### src/rtl/inst_fetcher_pkg.sv
// Shared types and constants for the instruction fetch stage and its halfword cache.
package inst_fetcher_pkg;

    typedef enum logic [2:0] {
        S_IDLE     = 3'd0,
        S_LOOK_LO  = 3'd1,
        S_MISS_LO0 = 3'd2,
        S_MISS_LO1 = 3'd3,
        S_LOOK_HI  = 3'd4,
        S_MISS_HI0 = 3'd5,
        S_MISS_HI1 = 3'd6,
        S_FLUSH    = 3'd7
    } fetch_state_e;

    localparam logic [1:0] RVC_LOW_BITS = 2'b11;
    localparam int         HW_W         = 16;
    localparam int         BYTE_W       = 8;

    // An instruction is compressed unless its two lowest bits are both set.
    function automatic logic is_rvc(input logic [1:0] low_bits);
        return (low_bits != RVC_LOW_BITS);
    endfunction

endpackage

### src/rtl/icache_hw.sv
// Direct-mapped halfword instruction cache: combinational lookup, registered fill,
// with write-first forwarding when a fill and a lookup hit the same index.
module icache_hw
    import inst_fetcher_pkg::*;
#(
    parameter int IDX_W  = 6,
    parameter int ADDR_W = 32
) (
    input  logic              clk_in,
    input  logic              rst_in,
    input  logic [ADDR_W-2:0] rd_hw,
    output logic              rd_hit,
    output logic [HW_W-1:0]   rd_data,
    input  logic              wr_en,
    input  logic [ADDR_W-2:0] wr_hw,
    input  logic [HW_W-1:0]   wr_data
);

    localparam int DEPTH = 1 << IDX_W;
    localparam int TAG_W = ADDR_W - IDX_W - 1;

    logic [DEPTH-1:0]  valid_r;
    logic [TAG_W-1:0]  tag_r  [DEPTH];
    logic [HW_W-1:0]   data_r [DEPTH];

    logic [IDX_W-1:0]  rd_idx_s;
    logic [IDX_W-1:0]  wr_idx_s;
    logic [TAG_W-1:0]  rd_tag_s;
    logic [TAG_W-1:0]  wr_tag_s;

    assign rd_idx_s = rd_hw[IDX_W-1:0];
    assign rd_tag_s = rd_hw[ADDR_W-2:IDX_W];
    assign wr_idx_s = wr_hw[IDX_W-1:0];
    assign wr_tag_s = wr_hw[ADDR_W-2:IDX_W];

    // Lookup; a fill landing on the same index this cycle replaces the stored entry.
    always_comb begin
        if (wr_en && (wr_idx_s == rd_idx_s)) begin
            rd_hit  = (wr_tag_s == rd_tag_s);
            rd_data = wr_data;
        end else begin
            rd_hit  = valid_r[rd_idx_s] && (tag_r[rd_idx_s] == rd_tag_s);
            rd_data = data_r[rd_idx_s];
        end
    end

    // Valid bits are the only cache state that reset must clear.
    always_ff @(posedge clk_in or negedge rst_in) begin
        if (!rst_in) begin
            valid_r <= {DEPTH{1'b0}};
        end else if (wr_en) begin
            valid_r[wr_idx_s] <= 1'b1;
        end
    end

    // Tag and data storage, written only by a completed fill.
    always_ff @(posedge clk_in) begin
        if (wr_en) begin
            tag_r[wr_idx_s]  <= wr_tag_s;
            data_r[wr_idx_s] <= wr_data;
        end
    end

endmodule

### src/rtl/inst_fetcher.sv
// Fetch stage: resolves one instruction per decoder request from the halfword cache,
// refilling misses byte by byte from the memory controller.
module inst_fetcher
    import inst_fetcher_pkg::*;
#(
    parameter int IDX_W  = 6,
    parameter int ADDR_W = 32
) (
    input  logic              clk_in,
    input  logic              rst_in,
    input  logic              rdy_in,
    input  logic              clear,
    input  logic              if_enable,
    input  logic [ADDR_W-1:0] if_addr,
    output logic              inst_ready,
    output logic              is_c,
    output logic [31:0]       inst_val,
    output logic              mem_req,
    output logic [ADDR_W-1:0] mem_addr,
    input  logic              mem_valid,
    input  logic [7:0]        mem_byte
);

    localparam logic [ADDR_W-1:0] A_ONE  = ADDR_W'(1);
    localparam logic [ADDR_W-1:0] A_TWO  = ADDR_W'(2);
    localparam logic [ADDR_W-2:0] HW_ONE = (ADDR_W-1)'(1);

    fetch_state_e      state_r;
    logic [ADDR_W-1:0] pc_r;
    logic [BYTE_W-1:0] byte_lo_r;
    logic [HW_W-1:0]   lo_hw_r;
    logic              pend_r;
    logic [31:0]       pend_val_r;
    logic              pend_c_r;
    logic              inst_ready_r;
    logic              is_c_r;
    logic [31:0]       inst_val_r;
    logic              mem_req_r;
    logic [ADDR_W-1:0] mem_addr_r;

    logic              hi_phase_s;
    logic [ADDR_W-2:0] look_hw_s;
    logic              fill_s;
    logic [HW_W-1:0]   fill_data_s;
    logic              hit_s;
    logic [HW_W-1:0]   hw_s;

    // The lookup/fill address tracks the half being resolved: pc, or pc+2 with wrap-around.
    always_comb begin
        hi_phase_s  = (state_r == S_LOOK_HI) || (state_r == S_MISS_HI0) || (state_r == S_MISS_HI1);
        if (hi_phase_s) begin
            look_hw_s = pc_r[ADDR_W-1:1] + HW_ONE;
        end else begin
            look_hw_s = pc_r[ADDR_W-1:1];
        end
        fill_s      = rdy_in && !clear && mem_valid &&
                      ((state_r == S_MISS_LO1) || (state_r == S_MISS_HI1));
        fill_data_s = {mem_byte, byte_lo_r};
    end

    icache_hw #(
        .IDX_W  (IDX_W),
        .ADDR_W (ADDR_W)
    ) u_icache (
        .clk_in  (clk_in),
        .rst_in  (rst_in),
        .rd_hw   (look_hw_s),
        .rd_hit  (hit_s),
        .rd_data (hw_s),
        .wr_en   (fill_s),
        .wr_hw   (look_hw_s),
        .wr_data (fill_data_s)
    );

    // Fetch FSM, memory handshake and the registered completion pulse.
    always_ff @(posedge clk_in or negedge rst_in) begin
        if (!rst_in) begin
            state_r      <= S_IDLE;
            pc_r         <= '0;
            byte_lo_r    <= 8'h00;
            lo_hw_r      <= 16'h0000;
            pend_r       <= 1'b0;
            pend_val_r   <= 32'h0000_0000;
            pend_c_r     <= 1'b0;
            inst_ready_r <= 1'b0;
            is_c_r       <= 1'b0;
            inst_val_r   <= 32'h0000_0000;
            mem_req_r    <= 1'b0;
            mem_addr_r   <= '0;
        end else if (rdy_in) begin
            // A completion decided last cycle is dropped if the pipeline flushes now.
            inst_ready_r <= pend_r && !clear;
            if (pend_r && !clear) begin
                inst_val_r <= pend_val_r;
                is_c_r     <= pend_c_r;
            end
            pend_r <= 1'b0;
            case (state_r)
                S_IDLE: begin
                    if (if_enable && !clear && !pend_r) begin
                        pc_r    <= if_addr;
                        state_r <= S_LOOK_LO;
                    end
                end
                S_LOOK_LO: begin
                    if (clear) begin
                        state_r <= S_IDLE;
                    end else if (hit_s) begin
                        if (is_rvc(hw_s[1:0])) begin
                            pend_r     <= 1'b1;
                            pend_val_r <= {16'h0000, hw_s};
                            pend_c_r   <= 1'b1;
                            state_r    <= S_IDLE;
                        end else begin
                            lo_hw_r <= hw_s;
                            state_r <= S_LOOK_HI;
                        end
                    end else begin
                        mem_req_r  <= 1'b1;
                        mem_addr_r <= pc_r;
                        state_r    <= S_MISS_LO0;
                    end
                end
                S_LOOK_HI: begin
                    if (clear) begin
                        state_r <= S_IDLE;
                    end else if (hit_s) begin
                        pend_r     <= 1'b1;
                        pend_val_r <= {hw_s, lo_hw_r};
                        pend_c_r   <= 1'b0;
                        state_r    <= S_IDLE;
                    end else begin
                        mem_req_r  <= 1'b1;
                        mem_addr_r <= pc_r + A_TWO;
                        state_r    <= S_MISS_HI0;
                    end
                end
                S_MISS_LO0, S_MISS_HI0: begin
                    if (clear) begin
                        if (mem_req_r && !mem_valid) begin
                            state_r <= S_FLUSH;
                        end else begin
                            mem_req_r <= 1'b0;
                            state_r   <= S_IDLE;
                        end
                    end else if (mem_valid) begin
                        // Request stays up and simply moves on to the odd byte.
                        byte_lo_r  <= mem_byte;
                        mem_addr_r <= mem_addr_r + A_ONE;
                        state_r    <= (state_r == S_MISS_LO0) ? S_MISS_LO1 : S_MISS_HI1;
                    end
                end
                S_MISS_LO1, S_MISS_HI1: begin
                    if (clear) begin
                        if (mem_req_r && !mem_valid) begin
                            state_r <= S_FLUSH;
                        end else begin
                            mem_req_r <= 1'b0;
                            state_r   <= S_IDLE;
                        end
                    end else if (mem_valid) begin
                        mem_req_r <= 1'b0;
                        state_r   <= (state_r == S_MISS_LO1) ? S_LOOK_LO : S_LOOK_HI;
                    end
                end
                S_FLUSH: begin
                    if (mem_valid) begin
                        mem_req_r <= 1'b0;
                        state_r   <= S_IDLE;
                    end
                end
                default: begin
                    mem_req_r <= 1'b0;
                    state_r   <= S_IDLE;
                end
            endcase
        end
    end

    assign inst_ready = inst_ready_r;
    assign is_c       = is_c_r;
    assign inst_val   = inst_val_r;
    assign mem_req    = mem_req_r;
    assign mem_addr   = mem_addr_r;

endmodule

### config.mk
export PLATFORM = sky130hd
export DESIGN_NAME = inst_fetcher
export DESIGN_NICKNAME = d
export VERILOG_FILES = /design/src/rtl/inst_fetcher_pkg.sv /design/src/rtl/icache_hw.sv /design/src/rtl/inst_fetcher.sv
export SDC_FILE = /design/constraint.sdc
export NUM_CORES = 2
export LEC_CHECK = 0
export BUFFER_PORTS_ARGS = -buffer_cell sky130_fd_sc_hd__buf_4
export CELL_PAD_IN_SITES_DETAIL_PLACEMENT = 1
export CELL_PAD_IN_SITES_GLOBAL_PLACEMENT = 2
export CORE_MARGIN = 1.5
export CORE_UTILIZATION = 50
export DETAILED_ROUTE_END_ITERATION = 10
export PLACE_DENSITY_LB_ADDON = 0.1
export SYNTH_ARGS = -nofsm -noshare
export SYNTH_HDL_FRONTEND = slang
export SYNTH_HIERARCHICAL = 1
export SYNTH_SLANG_ARGS = --single-unit
### constraint.sdc
create_clock -name clk_in -period 8.3 [get_ports clk_in]
set_clock_uncertainty 0.05 [all_clocks]
set_input_delay 0.83 -clock clk_in [delete_from_list [all_inputs] [get_ports clk_in]]
set_output_delay 0.83 -clock clk_in [all_outputs]
set_load 0.01 [all_outputs]
==> results.yml <==
run_status:
  status: "finished, final reports clean"
routing:
  first_iter_violations: 8411
  drt_wl_total_mm: 352
  vias: 60200
  drtPass1Iterations: 6
  drc: 0
  wl_per_cell_um: 39.1
  antenna_left: 0
  via_per_inst: 6.69
worst_setup_path:
  critical_path_class: "reg -> reg"
  critPathLaunchType: "flop"
  critPathRequiredTime_ns: 9.00
  worstPathMaxFanout: 35
  critPathCaptureType: "flop"
  arrival_ns: 8.50
synthesis:
  synth_flop_cell: "edfxtp_1"
  synth_area_leaders: "edfxtp_1 (70%), mux4_2 (14%), dfrtp_1 (5.0%), mux2i_1 (1.3%), mux2_2 (1.1%)"
  yosys.area.top_type: "edfxtp_1"
  syn_area_sq_um: 112000
  synth-edff-count: 2624
  avgSynthCellArea_sq_um: 20.7
  ys_warn_count: 6
  synth.top_cell.area_share_pct: 70.1
  netlist_instances: 5439
  yosysUniqueCellTypes: 93
  synth_seq_cells: 2848
  ys_seq_area_share_pct: 75.0
  synth_nets: 5488
  async_flop_share_pct: 7.87
timing:
  drv_slew: 0
  max_slew_margin_pct: 14.6
  period_share_pct: 94.0
  hold_violations: 0
  setup_violations: 0
  finalSetupTns_ns: 0
  fmax_mhz: 128
  worst_slew_pin_slew_ns: 1.28
  setup_slack_ns: 0.499
  layout_min_cycle_time_ns: 7.80
  rsz0062_at_grt: "false"
place:
  port_buffers: 112
  place.gp.congestion: 0.843
  dp_slack_ns: 0.713
  placed_area_sq_um: 119000
  dp_cells: 8465
  dp_hpwl_mm: 201
die:
  die_y_um: 477
  initial_utilization_pct: 50.5
  core_sq_um: 223000
  die_width_um: 477
  row_count: 173
  dieArea_sq_um: 228000
  pin_count: 113
clock_tree:
  clockBufferDepth: 4
  clkSinkCount: 2848
  h-tree-depth: 5
  clockRootBuffer: "clkbuf_16"
  cts_tree: "yes"
  cts_resized: 0
  clk_pin_slew_ns: 0.06
  clk_latency_ns: 0.95
  cts_buffers: 312
global_route:
  grt_pass1_wl_mm: 490
  track_usage_pct: 30.9
  antenna_found_initial: 11
  grt_pass1_vias: 60200
  overflow: 0
  grt_max_degree: 135
power:
  p_leak_nw: 42.0
  peakVddDrop_v: 0.000530
  powerDensity_nw_per_um2: 414
finish:
  syn2layout_area_growth_pct: 13.8
  final_common_cell: "edfxtp_1"
  final-instance-count-excl-fill: 9004
  layout-drive-gt1-share_pct: 29.5
  finalNetCount: 5854
  final_cell_mix: "edfxtp_1 (2,624), mux4_2 (709), buf_4 (321)"
  postLayoutCoreUtil_pct: 57.4
  fin_area_sq_um: 128000
flow_run:
  maxCapViolations: 0
min_path:
  hold_class: "in -> reg"
## Yosys cell counts (30+ instances only)
master and n:
a31oi_1 33, buf_1 40, nand4_1 36, xnor2_1 50, o22ai_1 32, mux2i_1 141
nand3_1 82, nor2_1 160, o21ai_0 59, edfxtp_1 2624, clkbuf_1 105, nand2_1 235
xor2_1 39, buf_2 104, mux4_2 709, a22oi_1 63, a21oi_1 82, nor2b_1 30
or2_2 67, dfrtp_1 224, mux2_2 114, buf_4 30
## registers in the layout (all words and copies together), names as in the netlist, 16 cells and up
signal	count
u_icache/tag_r	1600
u_icache/data_r	1024
u_icache/valid_r	64
inst_val	32
mem_addr	32
pc_r	32
pend_val_r	32
lo_hw_r	16
## area by class of cell
class	instances	area [sq um]
repair buffers	357	3100
inverters	25	100
diodes	5	12.5
multi-input cells	2261	27300
clock buffers	395	8290
well taps	2975	3720
fillers	18800	95000
flip-flops and latches	2848	84400
clock inverters	138	1080
## worst max-delay path, stage by stage, from the launching register on
cell and delay [ns]:
dfrtp_1 0.35, nand2_1 0.10, nand2_1 0.37, nand2_1 0.17
nand2_4 0.56, buf_12 0.32, buf_4 0.26, nor2b_1 0.15
a22oi_1 0.75, o211ai_1 0.19, a211oi_1 1.00, nor4_2 0.16
xnor2_1 0.18, nor4_1 0.32, nand4_1 0.26, o31ai_2 0.61
buf_4 0.30, nor2_1 0.08, o31a_1 0.34, o21ai_4 0.28
nor2_2 0.32, a22oi_1 0.23, o21ai_0 0.11
## power breakdown
group | total [mW] | internal [mW] | switching [mW]
sequential | 17.9 | 17.4 | 0.428
combinational | 22.1 | 9.14 | 13.0
clock | 13.0 | 7.50 | 5.52
total | 53.0 | 34.1 | 18.9
## cells by family (layout without fill, tap and decap cells)
kind of cell | Yosys count | after routing | share of synthesized area (%)
xor gates and xnor gates | 89 | 89 | 0.693
AOI/OAI and AO/OA | 448 | 448 | 2.74
and+or+nand+nor | 756 | 756 | 3.39
muxes | 964 | 964 | 16.6
other | 0 | 5 | 0
DFF | 2848 | 2848 | 75.0
adders and majority gates | 4 | 4 | 0.0423
buffers and inverters | 330 | 915 | 1.51
## worst paths after layout
check,startpoint,end,slack [ns],depth (start not counted)
max reg2reg,state_r[1],mem_addr[11],0.50,22
max,state_r[1],mem_addr[11],0.50,22
min,if_addr[16],pc_r[16],0.11,2
max in group asynchronous,rst_in,u_icache/valid_r[31],6.37,3
min reg2reg,pend_val_r[19],pend_val_r[19],0.41,2
min in group asynchronous,rst_in,inst_val[23],0.48,2
## metrics by stage
step,total power [mW],hold slack [ns]
finish,53.0,0.105
global placement,39.9,0.396
CTS,53.1,0.0466
floorplan,32.9,0.384
global route,54.7,0.0640
detailed placement,40.1,0.400
## layer usage
metal | GRT usage (%) | vias up | share of wire [%]
met5 | 0 | - | 0.0037
met3 | 5.71 | 572 | 9.6
met1 | 45.3 | 33100 | 40
met2 | 48.1 | 3273 | 47
met4 | 8.56 | 2 | 2.9
li1 | - | 23300 | -
## repair_timing
item	in CTS	in global routing
hold buffers	1	0
buffers inserted	0	0
endpoints found under the hold margin	90	0
Note: power is estimated with default switching activity, not from simulation.
